[src/rtl/home_inventory_pkg.sv]
// Shared definitions for the home-inventory sample framer: channel count,
// index/data/timestamp widths and the framer FSM encoding.
package home_inventory_pkg;

    localparam int NCH    = 8;
    localparam int CH_W   = 3;
    localparam int DATA_W = 32;
    localparam int TS_W   = 32;

    localparam logic [NCH-1:0] MASK_FULL = '1;

    typedef enum logic [1:0] {
        ST_IDLE    = 2'd0,
        ST_COLLECT = 2'd1,
        ST_EMIT    = 2'd2
    } state_t;

endpackage

[src/rtl/home_inventory_ts_counter.sv]
// Prescaled free-running timestamp; skips zero on wrap so that 0 only ever
// means "fresh out of reset".
module home_inventory_ts_counter
    import home_inventory_pkg::*;
#(
    parameter int TS_DIV = 1
) (
    input  logic            clk,
    input  logic            rst_n,
    output logic [TS_W-1:0] ts_ctr
);

    localparam logic [15:0] PRE_LAST = 16'(TS_DIV - 1);

    logic [15:0]     pre_q, pre_d;
    logic [TS_W-1:0] ts_q, ts_d;
    logic            tick;

    always_comb begin
        tick  = (pre_q == PRE_LAST);
        pre_d = tick ? 16'd0 : pre_q + 16'd1;
        ts_d  = ts_q;
        if (tick) begin
            ts_d = (ts_q == '1) ? TS_W'(1) : ts_q + TS_W'(1);
        end
    end

    always_ff @(posedge clk or negedge rst_n) begin
        if (!rst_n) begin
            pre_q <= '0;
            ts_q  <= '0;
        end else begin
            pre_q <= pre_d;
            ts_q  <= ts_d;
        end
    end

    assign ts_ctr = ts_q;

endmodule

[src/rtl/home_inventory_sample_framer.sv]
// Gathers one conversion per channel into a timestamped frame, presents it
// for one cycle, and counts frames lost to duplicates, timeout or disable.
module home_inventory_sample_framer
    import home_inventory_pkg::*;
#(
    parameter int TS_DIV      = 1,
    parameter int TIMEOUT_CYC = 1024
) (
    input  logic              clk,
    input  logic              rst_n,
    input  logic              enable,
    input  logic              in_valid,
    output logic              in_ready,
    input  logic [CH_W-1:0]   in_ch,
    input  logic [DATA_W-1:0] in_data,
    output logic              sample_valid,
    output logic [TS_W-1:0]   ts_now,
    output logic [DATA_W-1:0] sample_ch0,
    output logic [DATA_W-1:0] sample_ch1,
    output logic [DATA_W-1:0] sample_ch2,
    output logic [DATA_W-1:0] sample_ch3,
    output logic [DATA_W-1:0] sample_ch4,
    output logic [DATA_W-1:0] sample_ch5,
    output logic [DATA_W-1:0] sample_ch6,
    output logic [DATA_W-1:0] sample_ch7,
    output logic [15:0]       drop_count,
    input  logic              drop_clr
);

    localparam logic [15:0] TMO_LAST = 16'(TIMEOUT_CYC - 1);

    state_t                       state_q, state_d;
    logic [NCH-1:0]               mask_q, mask_d;
    logic [NCH-1:0][DATA_W-1:0]   staging_q, staging_d;
    logic [NCH-1:0][DATA_W-1:0]   samples_q, samples_d;
    logic [TS_W-1:0]              ts_stage_q, ts_stage_d;
    logic [TS_W-1:0]              ts_now_q, ts_now_d;
    logic [15:0]                  tmo_q, tmo_d;
    logic [15:0]                  drop_count_q, drop_count_d;
    logic                         sample_valid_q, sample_valid_d;
    logic [TS_W-1:0]              ts_ctr;
    logic                         accept;
    logic                         drop;
    logic [NCH-1:0]               ch_bit;

    home_inventory_ts_counter #(
        .TS_DIV (TS_DIV)
    ) u_ts (
        .clk    (clk),
        .rst_n  (rst_n),
        .ts_ctr (ts_ctr)
    );

    assign in_ready = rst_n && enable && (state_q != ST_EMIT);
    assign accept   = in_valid && in_ready;
    assign ch_bit   = NCH'(1) << in_ch;

    always_comb begin
        state_d        = state_q;
        mask_d         = mask_q;
        staging_d      = staging_q;
        samples_d      = samples_q;
        ts_stage_d     = ts_stage_q;
        ts_now_d       = ts_now_q;
        tmo_d          = tmo_q;
        sample_valid_d = 1'b0;
        drop           = 1'b0;

        unique case (state_q)
            ST_IDLE: begin
                if (accept) begin
                    staging_d[in_ch] = in_data;
                    mask_d           = ch_bit;
                    ts_stage_d       = ts_ctr;
                    tmo_d            = '0;
                    state_d          = ST_COLLECT;
                end
            end
            ST_COLLECT: begin
                if (!enable) begin
                    drop    = 1'b1;
                    mask_d  = '0;
                    state_d = ST_IDLE;
                end else if (accept && ((mask_q & ch_bit) != '0)) begin
                    // A duplicate supersedes any same-cycle timeout: one drop, new frame.
                    drop             = 1'b1;
                    staging_d[in_ch] = in_data;
                    mask_d           = ch_bit;
                    ts_stage_d       = ts_ctr;
                    tmo_d            = '0;
                end else begin
                    if (accept) begin
                        staging_d[in_ch] = in_data;
                        mask_d           = mask_q | ch_bit;
                    end
                    if (mask_d == MASK_FULL) begin
                        state_d        = ST_EMIT;
                        sample_valid_d = 1'b1;
                        samples_d      = staging_d;
                        ts_now_d       = ts_stage_q;
                    end else if (tmo_q == TMO_LAST) begin
                        drop    = 1'b1;
                        mask_d  = '0;
                        state_d = ST_IDLE;
                    end else begin
                        tmo_d = tmo_q + 16'd1;
                    end
                end
            end
            ST_EMIT: begin
                mask_d  = '0;
                state_d = ST_IDLE;
            end
            default: begin
                mask_d  = '0;
                state_d = ST_IDLE;
            end
        endcase

        drop_count_d = drop_count_q;
        if (drop_clr) begin
            drop_count_d = '0;
        end else if (drop && (drop_count_q != 16'hFFFF)) begin
            drop_count_d = drop_count_q + 16'd1;
        end
    end

    always_ff @(posedge clk or negedge rst_n) begin
        if (!rst_n) begin
            state_q        <= ST_IDLE;
            mask_q         <= '0;
            staging_q      <= '0;
            samples_q      <= '0;
            ts_stage_q     <= '0;
            ts_now_q       <= '0;
            tmo_q          <= '0;
            drop_count_q   <= '0;
            sample_valid_q <= 1'b0;
        end else begin
            state_q        <= state_d;
            mask_q         <= mask_d;
            staging_q      <= staging_d;
            samples_q      <= samples_d;
            ts_stage_q     <= ts_stage_d;
            ts_now_q       <= ts_now_d;
            tmo_q          <= tmo_d;
            drop_count_q   <= drop_count_d;
            sample_valid_q <= sample_valid_d;
        end
    end

    assign sample_valid = sample_valid_q;
    assign ts_now       = ts_now_q;
    assign drop_count   = drop_count_q;
    assign sample_ch0   = samples_q[0];
    assign sample_ch1   = samples_q[1];
    assign sample_ch2   = samples_q[2];
    assign sample_ch3   = samples_q[3];
    assign sample_ch4   = samples_q[4];
    assign sample_ch5   = samples_q[5];
    assign sample_ch6   = samples_q[6];
    assign sample_ch7   = samples_q[7];

endmodule
[config.mk]
export PLATFORM = sky130hd
export DESIGN_NAME = home_inventory_sample_framer
export DESIGN_NICKNAME = d
export VERILOG_FILES = /design/src/rtl/home_inventory_pkg.sv /design/src/rtl/home_inventory_ts_counter.sv /design/src/rtl/home_inventory_sample_framer.sv
export SDC_FILE = /design/constraint.sdc
export NUM_CORES = 1
export LEC_CHECK = 0
export ABC_AREA = 1
export ABC_CLOCK_PERIOD_IN_PS = 2800
export CORE_ASPECT_RATIO = 1.25
export CORE_MARGIN = 1
export CORE_UTILIZATION = 56
export DETAILED_ROUTE_END_ITERATION = 10
export PLACE_DENSITY_LB_ADDON = 0.05
export SYNTH_ARGS = -nofsm -noshare
export SYNTH_HDL_FRONTEND = slang
export SYNTH_HIERARCHICAL = 1
export SYNTH_SLANG_ARGS = --single-unit
[constraint.sdc]
create_clock -name clk -period 2.8 [get_ports clk]
set_input_delay 0.42 -clock clk [delete_from_list [all_inputs] [get_ports clk]]
set_output_delay 0.42 -clock clk [all_outputs]
set_load 0.02 [all_outputs]
==> results.cfg, run 1 <==
[global_routing]
grt_pass1_vias = 24092
grt_usage_pct = 31.7
grt_antenna_before_repair = 0
grt_first_pass_wirelength_um = 134000
grt_max_degree = 175
overflow = 0

[power]
cellLeakagePower_uw = 0.0184
vdd_drop_max_mv = 0.536
clockPowerShare_pct = 33.3
p_per_area_nw_per_um2 = 762
p_sw_uw = 9070
combinationalPowerShare_pct = 23.1
p_seq_share_pct = 43.6
power.internal_uw = 18900
switching_share_pct = 32.4

[drt]
postRouteAntennaNets = 0
drc = 0
dr.pass1.iters = 5
wl_per_cell_um = 17.8
viasPerCell = 5.36
vias = 25566
drt-initial-drc-count = 2273
drt_wl_total_um = 85100

[timing]
clock-skew-final_ns = 0.0228
setup_viol = 0
drv_slew = 0
fmax_ghz = 0.373
rsz0062_at_grt = no
setup_ws_ns = 0.119
worst_pin_slew_ns = 1.03
slew-limit-headroom_pct = 31.3
fin_crit_sh_pct = 95.7
timing.hold.ws_ns = 0.458
hold_viol = 0
period_minus_slack_ns = 2.68

[logic_synthesis]
synth_seq_cells = 667
netlist_instances = 3730
ys_warn_count = 6
async_flop_share_pct = 100
synth-seq-area-share_pct = 56.0
syn_avg_cell_area_sq_um = 7.99
synth-edff-count = 0
synth_flop_cell = dfrtp_1
synthesis.area_sq_um = 29800
synthesis.nets = 3775
synth.distinct_cells = 38

[critical_path]
cp.arrival_ns = 2.26
timing.rr.start = tmo_q[0]
cp-startpoint = rst_n
start_kind = input port
cp_max_fo = 4
crit_type = in -> out
regToRegSetupSlack_ns = 0.39
worstReg2RegEnd = drop_count[14]
cp.required_ns = 2.38
end_kind = output pin
endpoint = in_ready
r2r.worst_path.cells = 13

[die]
ioPinCount = 346
die_x_um = 208
start_util_pct = 56.7
num_rows = 94
coreArea_sq_um = 52600
die_h_um = 260
dieArea_sq_um = 54200

[cts]
cts_tree = done
clk_pin_slew_ns = 0.06
cts_made_buffers = 68
cts_sinks = 667
clock_path_buffers = 3
cts_root_buf = clkbuf_16
cts_resized = 0
clock_latency_ns = 0.60
cts_htree_levels = 3

[cells_and_area]
fillerInstances = 4215
final_cell_mix = nand2_1 (1672), dfrtp_1 (667), o21ai_0 (368), clkdlybuf4s50_1 (344), nor2_1 (208)
area_growth_pct = 23.2
antennaDiodeCount = 0
utilization_pct = 69.8
drive_gt1_share_pct = 6.61
layout.cells.non_filler = 4773
layout_commonest_cell = nand2_1
num-nets-final = 4098

[flow_run]
maxCapViolCount = 0

[status]
status = finished, final reports clean

[placed_design]
dp_hpwl_um = 56900
io_buffers = 345
dp_slack_ns = -0.133
post-place-cells = 4654
gp_congestion = 0.883

[min_path]
min_path_type = in -> async
-- cell usage after synthesis, types with 2 or more instances --
| library cell | n | share of area [%] |
|---|---|---|
| a21oi_1 | 105 | 1.8 |
| a22oi_1 | 2 | 0.050 |
| buf_1 | 14 | 0.18 |
| buf_2 | 38 | 0.64 |
| buf_4 | 15 | 0.38 |
| buf_6 | 6 | 0.23 |
| clkbuf_1 | 122 | 1.5 |
| clkinv_1 | 3 | 0.038 |
| dfrtp_1 | 667 | 56 |
| ha_1 | 5 | 0.21 |
| inv_1 | 171 | 2.2 |
| inv_2 | 6 | 0.076 |
| nand2_1 | 1674 | 21 |
| nand2_2 | 12 | 0.25 |
| nand3_1 | 137 | 2.3 |
| nand3_2 | 6 | 0.20 |
| nand3b_1 | 6 | 0.15 |
| nand4_1 | 29 | 0.61 |
| nor2_1 | 211 | 2.7 |
| nor2_2 | 13 | 0.27 |
| nor2_4 | 7 | 0.26 |
| nor2_8 | 2 | 0.13 |
| nor3_1 | 18 | 0.30 |
| o21ai_0 | 368 | 6.2 |
| o21ai_1 | 33 | 0.55 |
| o21bai_1 | 2 | 0.050 |
| xnor2_1 | 7 | 0.21 |
| xor2_1 | 41 | 1.2 |
-- power by group through the flow --
stage               clock [uW]  combinational [uW]  sequential [uW]
finish                    9320                6450            12200
global route              9830                7290            12400
CTS                       9450                6490            12200
detailed placement           0                6440            12300
global placement             0                6270            12300
floorplan                    0                4280            12200
-- state kept, by name, summed over array words and instances (netlist names), 32 cells and up --
| signal | count |
|---|---|
| ts_stage_q | 32 |
| staging_q | 256 |
| sample_ch2 | 32 |
| sample_ch1 | 32 |
| u_ts/ts_ctr | 32 |
| sample_ch4 | 32 |
| sample_ch3 | 32 |
| sample_ch7 | 32 |
| sample_ch6 | 32 |
| sample_ch5 | 32 |
| ts_now | 32 |
| sample_ch0 | 32 |
-- through the flow --
step	area (sq um)	power (uW)	setup TNS, ns
2_1_floorplan	29800	16400	0
3_3_place_gp	34400	18500	-17.81
3_5_place_dp	34400	18800	-15.47
4_1_cts	36700	28100	0
5_1_grt	36700	29500	0
6_report	36700	28000	0
-- final cells by class --
type                            instances  area [sq um]  area share (%)
Clock buffer                           95          2000            5.44
Timing Repair Buffer                  448          4610            12.6
Clock inverter                         23           279           0.760
Tap cell                              672           841            2.29
Inverter                              181           692            1.88
Sequential cell                       667         16700            45.5
Multi-Input combinational cell       2687         11600            31.6
-- repair_timing --
action,in CTS,in global routing
setup buffers,0,0
endpoints found under the hold margin,13,0
hold buffers,1,0
-- critical path: stages --
cell and delay (ns):
dlygate4sd3_1 0.56, buf_8 0.14, nand2_1 0.08, a21oi_2 0.28, buf_4 0.17, clkdlybuf4s50_1 0.59
-- per-layer routing --
layer | global-route usage, % | up-vias | share of wire [%]
li1 | - | 12397 | -
met1 | 42.7 | 12206 | 42
met2 | 52.0 | 822 | 48
met3 | 4.27 | 141 | 6.0
met4 | 13.3 | 0 | 3.6
met5 | 0 | - | 0
-- logic make-up after synthesis --
| family | share of synthesized area, % |
|---|---|
| compound gates | 8.67 |
| xor+xnor | 1.41 |
| fa+ha+maj | 0.210 |
| buf+inv | 5.24 |
| flops | 56.0 |
| simple gates | 28.5 |
-- how the worst min path moves through the flow --
stage               cells past startpoint           start        endpoint  slack, ns
detailed placement                      2   sample_ch7[6]   sample_ch7[6]       0.46
finish                                  3           rst_n   sample_ch6[4]       0.46
CTS                                     3           rst_n   sample_ch6[9]       0.44
global placement                        2  staging_q[152]  staging_q[152]       0.46
global route                            3           rst_n   sample_ch6[9]       0.47
floorplan                               0           rst_n   drop_count[0]       0.12
(Power assumes the default switching activity.)
==> run 2, diff against run 1 <==
CTS_CLUSTER_SIZE = 8   (was default)
==> run 2 against run 1 <==
  * Register-to-register slack about the same
  * Cell count decreased by 0.44%
  * Worst setup slack worse by 0.0046 ns
  * Sequential power about the same
  * Worst hold slack worse by 0.032 ns
  * Clock skew down 0.012 ns
  * Highest routed layer unchanged
  * Critical path depth did not move
==> results.cfg, run 2 (synthesis results as in run 1) <==
[cts]
cts_htree_levels = 3
clock_latency_ns = 0.62
hold_buffers = 1
post_cts_buffers = 0
cts_sinks = 667
cts_resized = 0
cts_root_buf = clkbuf_16
clock_path_buffers = 3
cts_tree = done
cts_made_buffers = 93
clk_pin_slew_ns = 0.05

[critical_path]
endpoint = in_ready
cp_num_buf_inv = 4
start_kind = input port
r2r.worst_path.cells = 13
path_depth = 6
crit_type = in -> out
worstReg2RegEnd = drop_count[5]
timing.rr.start = tmo_q[0]
cp.arrival_ns = 2.27
cpMaxStageDelayCell = clkdlybuf4s50_1
cp_top_family = buffers and inverters
end_kind = output pin
cp.required_ns = 2.38
regToRegSetupSlack_ns = 0.40
cp_max_fo = 4
cp-startpoint = rst_n
cpPeakStageDelay_ns = 0.59
crit_chain = dlygate4sd3_1, buf_8, nand2_1, a21oi_2, buf_4, clkdlybuf4s50_1

[status]
status = finished, final reports clean

[placed_design]
gp_congestion = 0.883
dp_hpwl_um = 56900
io_buffers = 345
dp_slack_ns = -0.133

[drt]
drt_wl_total_um = 86000
vias = 25524
viasPerCell = 5.37
dr.pass1.iters = 6
postRouteAntennaNets = 0
drt-initial-drc-count = 2356
wl_per_cell_um = 18.1
drc = 0

[cells_and_area]
antennaDiodeCount = 0
fillerInstances = 4182
area_growth_pct = 23.6
top_register = staging_q
drive_gt1_share_pct = 6.37
largest_reg_flops = 256
final_cell_mix = nand2_1 (1672), dfrtp_1 (667), o21ai_0 (368), clkdlybuf4s50_1 (344), nor2_1 (208)
layout_commonest_cell = nand2_1
num-nets-final = 4123

[die]
die_x_um = 208
start_util_pct = 56.7
dieArea_sq_um = 54200
coreArea_sq_um = 52600
num_rows = 94
ioPinCount = 346
die_h_um = 260

[min_path]
min_path_type = in -> async

[power]
p_per_area_nw_per_um2 = 773
vdd_drop_max_mv = 0.511
cellLeakagePower_uw = 0.0185

[global_routing]
grt_pass1_vias = 24412
grt_max_degree = 175
grt_usage_pct = 32.1
overflow = 0
grt_first_pass_wirelength_um = 135000
grt_antenna_before_repair = 0

[timing]
tns_ns = 0
setup_viol = 0
fmax_ghz = 0.372
setup_ws_ns = 0.115
slew-limit-headroom_pct = 29.8
hold_viol = 0
clock-skew-final_ns = 0.0108
period_minus_slack_ns = 2.69
rsz0062_at_grt = no
fin_crit_sh_pct = 95.9
worst_pin_slew_ns = 1.05
drv_slew = 0

[flow_run]
maxCapViolCount = 0
==> run 2: cell types whose count changed in the layout (fill, tap and decap cells not counted) <==
cell        previous run  this run
clkbuf_16             71        94
clkbuf_8              13         0
clkinv_2              13         0
clkbuf_1              11         1
bufinv_16              6         1
inv_6                  4         2
clkinv_4               1         0
clkinv_8               0         1
clkinvlp_4             1         0
==> run 2: layer usage <==
metal  vias up  wire [um]  track usage (%)  share of wire [%]
met4         0       4070             15.8                4.7
met3       196       5420             5.33                6.3
met1     12115      35300             42.3                 41
li1      12395          -                -                  -
met5         -          0                0                  0
met2       818      41200             51.9                 48
==> run 2: where the power goes <==
part	internal (uW)	switching (uW)
Clock	5930	3850
Combinational	1990	4470
Sequential	11400	834
Total	19300	9160
==> run 2: how the worst min path moves through the flow <==
stage	start	end	slack [ns]	cells after the start
2_1_floorplan	rst_n	drop_count[0]	0.12	0
3_3_place_gp	staging_q[152]	staging_q[152]	0.46	2
3_5_place_dp	sample_ch7[6]	sample_ch7[6]	0.46	2
4_1_cts	rst_n	staging_q[240]	0.41	3
5_1_grt	rst_n	staging_q[240]	0.46	3
6_report	rst_n	sample_ch7[16]	0.43	3
==> run 2: worst register-to-register path, cell delays in order, from the launching register on <==
cell and delay [ns]:
dfrtp_1 0.46, ha_1 0.23, nand2_1 0.07, nor2_1 0.16, nand3_1 0.17, nor2_1 0.23, inv_1 0.10, nor3_1 0.23
nand2_1 0.14, nand3_2 0.13, nand2_2 0.08, buf_12 0.15, nand3_1 0.08, nand2_1 0.07
==> run 2: cell type report <==
| type | count | area [sq um] | area share [%] |
|---|---|---|---|
| Clock inverter | 2 | 46.3 | 0.126 |
| Tap cell | 672 | 841 | 2.28 |
| Sequential cell | 667 | 16700 | 45.3 |
| Inverter | 181 | 692 | 1.88 |
| Multi-Input combinational cell | 2687 | 11600 | 31.5 |
| Clock buffer | 95 | 2360 | 6.39 |
| Timing Repair Buffer | 448 | 4610 | 12.5 |
==> run 2: stage by stage <==
stage	power [uW]	hold slack (ns)	cell area, sq um	utilization [%]	std cells
floorplan	16400	0.124	29800	-	3730
finish	28500	0.426	36800	70.1	4752
detailed placement	18800	0.465	34400	65.5	4654
global placement	18500	0.460	34400	65.5	4654
global route	30000	0.458	36800	70.1	4752
CTS	28600	0.409	36800	70.1	4752
